$ cat src/rtl/err_meas_pkg.sv
// Shared definitions for the approximate-adder error-characterisation sequencer:
// FSM state encoding, LFSR constants and the Galois LFSR next-state helper.
package err_meas_pkg;

  localparam int unsigned LFSR_W       = 32;
  localparam logic [31:0] LFSR_POLY    = 32'h80200003;
  localparam logic [31:0] LFSR_ONE     = 32'h00000001;
  localparam int unsigned DRAIN_CYCLES = 2;
  localparam int unsigned DRAIN_W      = 2;

  typedef enum logic [1:0] {
    IDLE  = 2'd0,
    RUN   = 2'd1,
    DRAIN = 2'd2,
    DONE  = 2'd3
  } state_t;

  // Right-shifting Galois step for x^32 + x^22 + x^2 + x + 1.
  function automatic logic [31:0] lfsr_next(input logic [31:0] cur);
    logic [31:0] nxt;
    nxt = cur >> 1;
    if (cur[0]) begin
      nxt = nxt ^ LFSR_POLY;
    end
    return nxt;
  endfunction

endpackage

$ cat src/rtl/lfsr32_galois.sv
// 32-bit Galois LFSR used as the operand source.
// Ports:
//   clk, rst_n : clock, asynchronous active-low reset (state resets to 1)
//   load, seed : load seed into the register (caller guarantees seed != 0)
//   step       : advance one position
//   state      : current register value
module lfsr32_galois
  import err_meas_pkg::*;
(
  input  logic        clk,
  input  logic        rst_n,
  input  logic        load,
  input  logic [31:0] seed,
  input  logic        step,
  output logic [31:0] state
);

  // Load wins over step so a restart always begins from the new seed.
  always_ff @(posedge clk or negedge rst_n) begin
    if (!rst_n) begin
      state <= LFSR_ONE;
    end else if (load) begin
      state <= seed;
    end else if (step) begin
      state <= lfsr_next(state);
    end
  end

endmodule

$ cat src/rtl/approx_adder_err_ctrl.sv
// Error-characterisation sequencer for an N-bit approximate adder.
// Issues one LFSR operand pair per RUN cycle, recomputes the exact sum two
// stages later and accumulates error count, carry-error count, summed and
// maximum error distance.
// Ports:
//   clk, rst_n            : clock, asynchronous active-low reset
//   start, abort          : run control (abort has priority)
//   num_tests, seed       : run length and LFSR seed, captured with start
//   dut_a, dut_b          : registered operands to the adder under test
//   dut_sum, dut_carry    : combinational result from the adder under test
//   busy, done            : RUN/DRAIN and DONE indicators
//   err_count, carry_err_count, sum_ed, max_ed : live accumulators
module approx_adder_err_ctrl
  import err_meas_pkg::*;
#(
  parameter int unsigned N     = 16,
  parameter int unsigned CNT_W = 24,
  parameter int unsigned SUM_W = N + CNT_W
) (
  input  logic             clk,
  input  logic             rst_n,
  input  logic             start,
  input  logic             abort,
  input  logic [CNT_W-1:0] num_tests,
  input  logic [31:0]      seed,
  output logic [N-1:0]     dut_a,
  output logic [N-1:0]     dut_b,
  input  logic [N-1:0]     dut_sum,
  input  logic             dut_carry,
  output logic             busy,
  output logic             done,
  output logic [CNT_W-1:0] err_count,
  output logic [CNT_W-1:0] carry_err_count,
  output logic [SUM_W-1:0] sum_ed,
  output logic [N-1:0]     max_ed
);

  state_t             state_q;
  logic [CNT_W-1:0]   num_q;
  logic [CNT_W-1:0]   issue_cnt;
  logic [DRAIN_W-1:0] drain_cnt;

  logic [31:0]        lfsr_state;
  logic [31:0]        lfsr_nxt_c;
  logic [31:0]        seed_eff_c;
  logic               start_ok_c;
  logic               lfsr_step_c;

  // Stage-1 pipeline registers.
  logic               s1_valid;
  logic [N-1:0]       s1_sum;
  logic               s1_carry;
  logic [N:0]         s1_exact;

  logic [N:0]         exact_c;
  logic [N-1:0]       ed_c;

  // Start is honoured only when idle or finished, and never alongside abort.
  always_comb begin
    start_ok_c  = 1'b0;
    lfsr_step_c = 1'b0;
    seed_eff_c  = seed;
    if (seed == 32'h0) begin
      seed_eff_c = LFSR_ONE;
    end
    if (!abort && start && ((state_q == IDLE) || (state_q == DONE))) begin
      start_ok_c = 1'b1;
    end
    if (!abort && (state_q == RUN)) begin
      lfsr_step_c = 1'b1;
    end
    lfsr_nxt_c = lfsr_next(lfsr_state);
  end

  lfsr32_galois u_lfsr (
    .clk   (clk),
    .rst_n (rst_n),
    .load  (start_ok_c),
    .seed  (seed_eff_c),
    .step  (lfsr_step_c),
    .state (lfsr_state)
  );

  // Exact reference sum for stage 1 and unsigned error distance for stage 2.
  always_comb begin
    exact_c = (N+1)'(dut_a) + (N+1)'(dut_b);
    ed_c    = '0;
    if (s1_sum >= s1_exact[N-1:0]) begin
      ed_c = s1_sum - s1_exact[N-1:0];
    end else begin
      ed_c = s1_exact[N-1:0] - s1_sum;
    end
  end

  // Control FSM, operand issue, pipeline and accumulators.
  always_ff @(posedge clk or negedge rst_n) begin
    if (!rst_n) begin
      state_q         <= IDLE;
      num_q           <= '0;
      issue_cnt       <= '0;
      drain_cnt       <= '0;
      dut_a           <= '0;
      dut_b           <= '0;
      busy            <= 1'b0;
      done            <= 1'b0;
      s1_valid        <= 1'b0;
      s1_sum          <= '0;
      s1_carry        <= 1'b0;
      s1_exact        <= '0;
      err_count       <= '0;
      carry_err_count <= '0;
      sum_ed          <= '0;
      max_ed          <= '0;
    end else begin
      // Stage 1 captures whatever pair is on the bus during RUN.
      s1_valid <= (state_q == RUN) && !abort;
      s1_sum   <= dut_sum;
      s1_carry <= dut_carry;
      s1_exact <= exact_c;

      // Stage 2: abort drops the in-flight pair instead of counting it.
      if (start_ok_c) begin
        err_count       <= '0;
        carry_err_count <= '0;
        sum_ed          <= '0;
        max_ed          <= '0;
      end else if (s1_valid && !abort) begin
        err_count       <= err_count + CNT_W'(ed_c != '0);
        carry_err_count <= carry_err_count + CNT_W'(s1_carry != s1_exact[N]);
        sum_ed          <= sum_ed + SUM_W'(ed_c);
        if (ed_c > max_ed) begin
          max_ed <= ed_c;
        end
      end

      if (abort) begin
        state_q <= IDLE;
        busy    <= 1'b0;
        done    <= 1'b0;
        dut_a   <= '0;
        dut_b   <= '0;
      end else begin
        case (state_q)
          IDLE, DONE: begin
            if (start) begin
              num_q     <= num_tests;
              issue_cnt <= '0;
              if (num_tests == '0) begin
                state_q <= DONE;
                busy    <= 1'b0;
                done    <= 1'b1;
              end else begin
                // First pair is the seed itself; the count includes it.
                state_q   <= RUN;
                busy      <= 1'b1;
                done      <= 1'b0;
                issue_cnt <= CNT_W'(1);
                dut_a     <= seed_eff_c[N-1:0];
                dut_b     <= seed_eff_c[16+N-1:16];
              end
            end
          end
          RUN: begin
            if (issue_cnt == num_q) begin
              state_q   <= DRAIN;
              drain_cnt <= '0;
              dut_a     <= '0;
              dut_b     <= '0;
            end else begin
              issue_cnt <= issue_cnt + CNT_W'(1);
              dut_a     <= lfsr_nxt_c[N-1:0];
              dut_b     <= lfsr_nxt_c[16+N-1:16];
            end
          end
          DRAIN: begin
            // Two cycles let the last pair clear both pipeline stages.
            if (drain_cnt == DRAIN_W'(DRAIN_CYCLES - 1)) begin
              state_q <= DONE;
              busy    <= 1'b0;
              done    <= 1'b1;
            end else begin
              drain_cnt <= drain_cnt + DRAIN_W'(1);
            end
          end
          default: begin
            state_q <= IDLE;
            busy    <= 1'b0;
            done    <= 1'b0;
          end
        endcase
      end
    end
  end

endmodule
$ cat config.mk
export PLATFORM = sky130hd
export DESIGN_NAME = approx_adder_err_ctrl
export DESIGN_NICKNAME = d
export VERILOG_FILES = /design/src/rtl/err_meas_pkg.sv /design/src/rtl/lfsr32_galois.sv /design/src/rtl/approx_adder_err_ctrl.sv
export SDC_FILE = /design/constraint.sdc
export NUM_CORES = 1
export LEC_CHECK = 0
export ABC_AREA = 1
export BUFFER_PORTS_ARGS = -buffer_cell sky130_fd_sc_hd__buf_2
export CORE_MARGIN = 2
export CORE_UTILIZATION = 45
export CTS_CLUSTER_DIAMETER = 60
export DETAILED_ROUTE_END_ITERATION = 10
export PLACE_DENSITY = 0.72
export SLEW_MARGIN = 40
export SYNTH_ARGS = -nofsm -noshare
export SYNTH_HDL_FRONTEND = slang
export SYNTH_SLANG_ARGS = --single-unit
$ cat constraint.sdc
create_clock -name clk -period 3.6 [get_ports clk]
set_clock_uncertainty 0.1 [all_clocks]
set_input_delay 0.9 -clock clk [delete_from_list [all_inputs] [get_ports clk]]
set_output_delay 0.9 -clock clk [all_outputs]
set_load 0.02 [all_outputs]
Yosys cells after proc, flatten, opt, wreduce, memory -nomap -nowiden
Index checks and enable logic that the tools add are counted.
- add/subtract/negate cells: 8
- bitwise operators: 2
- equal/unequal tests: 14
- reduce and logical (&&, ||, !) cells: 25
- muxes and demuxes: 49
- order comparisons: 2
- operators with widths (operator ; count):
    $mux W16 ; 12
    $mux W24 ; 6
    $mux W32 ; 4
    $mux W40 ; 2
    $pmux W16 S2 ; 2
    $add A24 B1 Y24 ; 2
    $pmux W24 S2 ; 1
    $add A40 B16 Y40 ; 1
    $logic_not A32 Y1 ; 1
    $sub A16 B16 Y16 ; 2
    $add A24 B1 Y24 const B ; 1
    $eq A24 B24 Y1 ; 1
    $logic_not A24 Y1 ; 1
    $add A16 B16 Y17 ; 1
    $ge A16 B16 Y1 ; 1
    $gt A16 B16 Y1 ; 1
    $reduce_bool A16 Y1 ; 1
    $mux W2 ; 7
    $reduce_and A3 Y1 ; 4
    $mux W1 ; 11
    $reduce_bool A2 Y1 ; 5
    $ne A3 B3 Y1 const B ; 3
    $reduce_and A4 Y1 ; 2
    $ne A2 B2 Y1 const B ; 3
    18 further kinds ; 25
- register bits after elaboration: 257
- logic and storage cells: 117
- output and inout port bits: 138

Depth between registers and ports, before layout
- word-level depth: 6
- depth in mapped cells: 31
- gate-level depth less buffers: 30

By module
Synthesis repeated with hierarchy kept, for this count alone.
- cell total of the unflattened synthesis: 2347
- area, all modules: 16625.9 µm²
- modules (own cells, without submodules) (module ; instances ; area each (µm²) ; seq. area each (µm²) ; cells each):
    approx_adder_err_ctrl ; 1 ; 15169.5 ; 5630.4 ; 2161
    lfsr32_galois ; 1 ; 1456.4 ; 802.0 ; 186

Least setup slack after synthesis
No wires, ideal clock.
- kind: register to register
- start: register s1_sum[0]
- end: register max_ed[10]
- setup time: 0.083 ns
- arrival: 3.392 ns
- period minus slack after synthesis: 3.574 ns
- stages on the path, launching flop included: 24
- data required time: 3.417 ns
- buffers on the path: 1
- setup slack: 0.026 ns
- cells stage by stage: dfrtp_1 > inv_1 > ha_1 > inv_1 > fa_1 > nand3_1 > nand3_1 > nand2_1 > nand3_1 > nand2_1 > nand2_4 > o21ai_0 > inv_1 > ha_1 > nand2_1 > o21a_1 > o211ai_1 > nand2_1 > nand2_1 > nand2_1 > nor2_1 > clkbuf_1 > nand2_1 > o21ai_0
- longest elaborated chain between the ends: 5
- RTL lines (element ; RTL line ; text):
    start: declaration ; approx_adder_err_ctrl.sv:51 ; logic [N-1:0] s1_sum;
    start signal: assignment ; approx_adder_err_ctrl.sv:117 ; s1_sum <= dut_sum;
    $sub A16 B16 Y16 (tied with other cells) ; approx_adder_err_ctrl.sv:91 ; ed_c = s1_exact[N-1:0] - s1_sum;
    $mux W16 * ; approx_adder_err_ctrl.sv:88 ; if (s1_sum >= s1_exact[N-1:0]) begin
    $gt A16 B16 Y1 / $mux W16 (equally long branches) ; approx_adder_err_ctrl.sv:131 ; if (ed_c > max_ed) begin
    $reduce_bool A2 Y1 (no line) / $mux W16 (equally long branches) ; -- ;
    $reduce_and A2 Y1 (no line) / $mux W16 (equally long branches) ; -- ;
    end signal: assignment ; approx_adder_err_ctrl.sv:113 ; max_ed <= '0;
    end signal: assignment ; approx_adder_err_ctrl.sv:126 ; max_ed <= '0;
    end signal: assignment ; approx_adder_err_ctrl.sv:132 ; max_ed <= ed_c;
    end: declaration ; approx_adder_err_ctrl.sv:35 ; output logic [N-1:0] max_ed
Mark *: on every way between the ends. The rest lies on a longest branch, timed or not. The select of a mux whose other input is x is not followed.
A chain may end at the register's enable or synchronous reset.

Final worst setup path
- start: register s1_sum[0]
- end: register max_ed[8]
The elaborated chain is that of the path after synthesis.

==> impl_metrics.ini <==
[outcome]
outcome = finished, violations left
violations = setup timing

[clock_network]
clk_latency_ns = 0.57
clkSlewWorstSetupHoldPaths_ns = 0.06
numCtsBuffers = 31
tritoncts = built
h-tree-depth = 1
clock-sinks = 257
root_buffer = clkbuf_16
clk_path_buf_depth = 3

[timing]
timing.slew.headroom_pct = 43.8
max_freq_mhz = 265
min_period_over_period_pct = 105
finalCriticalPeriod_ns = 3.78
rsz0062_at_grt = yes
worst_pin_slew_ns = 0.836
finalMaxSlewViolations = 0
timing.final.hold_violations = 0
setup-violations-final = 51
finalSetupTns_ns = -4.01
setup_ws_ns = -0.176

[synth]
syn_inst = 2258
synth_flop_cell = dfrtp_1
synthArstFlopShare_pct = 100
synth_warnings = 0
ys_ff_latch = 257
synth.distinct_cells = 57
synth_edf_count = 0
seq_area_frac_synth_pct = 39.1
synth_top_area_share_pct = 39.0
synth_largest_area_cell = dfrtp_1
netlist_area_um2 = 16400
postSynthAreaPerCell_um2 = 7.28
syn_nets = 2429
synth.top_cells.by_area = dfrtp_1, nand2_1, inv_1, ha_1, nand3_1

[placement]
dp_worst_setup_slack_ns = -0.292
place_area_um2 = 19000
place_congestion = 0.963
dp.cells = 3027
place_hpwl_um = 35800
portBuffers = 214

[final_layout]
layout_commonest_cell = nand2_1
drive_gt1_share_pct = 25.5
multiInputGateArea_um2 = 9470
finalNetCount = 2798
syn2layout_area_growth_pct = 30.2
final_cell_mix = nand2_1, inv_1, dfrtp_1
ff_latch_area_um2 = 6430
fill_cells = 3223
post-route-cell-area_um2 = 21400
finalNonFillerCells = 3121

[drt]
drc = 0
via_count = 16600
routedWlPerCell_um = 16.2
viasPerCell = 5.32
routed_wl_um = 50700
postRouteAntennaNets = 0
first_pass_iters = 6
initialDrtViolationCount = 1189

[power_and_ir_drop]
p_per_area_nw_per_um2 = 896
leakage_nw = 11.3
max-vdd-ir-drop_mv = 0.448

[global_routing]
antenna_found_initial = 4
grt_overflow = 0
grt_pass1_vias = 15600
grt_pass1_wl_um = 78400
gr-usage-all-layers_pct = 25.1
grt_max_degree = 76

[floorplanning]
rows = 70
dieHeight_um = 195
core_um2 = 36300
chipWidth_um = 195
die-area_um2 = 38100
initial_utilization_pct = 45.3
io_pins = 215

[worst_setup_path]
worstPathArrival_ns = 4.16
critPathRequiredTime_ns = 3.98
cp-end-kind = flop
crit_type = flop to flop
crit_path_max_fanout = 8
rrSetupSlack_ns = -0.18
worst_r2r_endpoint = max_ed[8]$_DFFE_PN0P_
r2r-start = s1_sum[0]$_DFF_PN0_
reg2regPathDepth = 25
start_kind = flop

[worst_hold_path]
hold_class = input port to async pin

[run]
maxCapViolCount = 0
area by class of cell:
type,count,share of cell area [%]
Inverter,322,5.69
Antenna cell,2,0.0234
Multi-Input combinational cell,1616,44.2
Sequential cell,257,30.0
Timing Repair Buffer,399,12.1
Clock inverter,19,1.24
Clock buffer,38,3.93
Tap cell,468,2.74
worst max-delay path by stage:
stage	slack [ns]	from	end
after global placement	-0.19	s1_sum[7]$_DFF_PN0_	err_count[20]$_DFFE_PN0P_
after detailed placement	-0.29	s1_sum[0]$_DFF_PN0_	err_count[20]$_DFFE_PN0P_
after floorplan	0.03	s1_sum[0]$_DFF_PN0_	max_ed[10]$_DFFE_PN0P_
final	-0.18	s1_sum[0]$_DFF_PN0_	max_ed[8]$_DFFE_PN0P_
after global routing	-0.31	s1_sum[0]$_DFF_PN0_	max_ed[8]$_DFFE_PN0P_
after CTS	0.0005	s1_sum[0]$_DFF_PN0_	err_count[16]$_DFFE_PN0P_
power breakdown:
| group | total (mW) | switching (mW) | leakage (nW) | internal, mW |
|---|---|---|---|---|
| Combinational | 11.4 | 6.64 | 7.39 | 4.80 |
| Clock | 3.38 | 1.29 | 0.549 | 2.09 |
| Sequential | 4.37 | 0.716 | 3.40 | 3.65 |
kinds of logic after synthesis:
family / Yosys count / synth area share [%]
XOR/XNOR: 74 / 3.94
AND/OR/NAND/NOR: 1151 / 29.9
adder cells (fa/ha/maj): 94 / 7.34
AO/OA/AOI/OAI: 296 / 10.7
buffers and inverters: 386 / 9.03
flip-flops: 257 / 39.1
per-layer routing:
layer / share of wire (%) / track usage (%) / vias to the layer above
met5: 0.030 / 0 / -
met4: 4.3 / 10.9 / 2
met3: 6.1 / 3.94 / 143
met2: 48 / 41.6 / 593
met1: 42 / 32.5 / 7852
li1: - / - / 8018
registers in the layout, indices dropped and copies added, names as in the netlist, 17 cells and up:
| name | count |
|---|---|
| num_q | 24 |
| err_count | 24 |
| carry_err_count | 24 |
| s1_exact | 17 |
| issue_cnt | 24 |
| u_lfsr.state | 32 |
| sum_ed | 40 |
cells in the mapped netlist, types with 5 or more instances:
| library cell | n |
|---|---|
| nand2_1 | 701 |
| inv_1 | 316 |
| dfrtp_1 | 256 |
| nor2_1 | 175 |
| nand3_1 | 144 |
| o21ai_0 | 106 |
| a21oi_1 | 100 |
| ha_1 | 90 |
| nand4_1 | 48 |
| clkbuf_1 | 42 |
| xnor2_1 | 37 |
| xor2_1 | 37 |
| nor3_1 | 29 |
| o221ai_1 | 28 |
| a31oi_1 | 11 |
| nor4_1 | 11 |
| buf_2 | 9 |
| o21a_1 | 7 |
| a22o_1 | 6 |
| buf_1 | 6 |
| nor2_4 | 6 |
| a21o_1 | 5 |
| nor3b_1 | 5 |
| or2_2 | 5 |
critical path, stage by stage (launching register included):
cell      delay, ns
dfrtp_1        0.38
inv_1          0.07
ha_2           0.17
inv_2          0.05
fa_2           0.40
nand3_2        0.08
nand3_2        0.08
nand2_2        0.11
nand3_4        0.11
nand2_4        0.13
nand2_8        0.08
buf_6          0.14
o21ai_4        0.14
inv_2          0.08
buf_4          0.16
ha_4           0.26
nand2_2        0.05
o21a_1         0.18
o211ai_1       0.17
nand2_1        0.08
nand2_2        0.09
nand2_4        0.08
nor2_4         0.17
buf_6          0.17
nand2_2        0.06
o21ai_1        0.10
repair_timing:
item / 4_1_cts / 5_1_grt
hold buffers: 0 / 0
setup endpoints to repair: 59 / 62
cloned: 3 / 2
hold endpoints to repair: 0 / 0
pin swaps: 19 / 54
setup buffers: 10 / 20
gates resized for setup: 67 / 204
per-stage QoR:
step / util, % / hold WS (ns) / power, mW
CTS: 56.4 / 0.157 / 17.3
global placement: 52.4 / 0.348 / 13.3
global route: 59.0 / 0.180 / 20.5
finish: 59.0 / 0.165 / 19.2
floorplan: - / 0.353 / 9.81
detailed placement: 52.4 / 0.349 / 13.5
(Power assumes the default switching activity.)
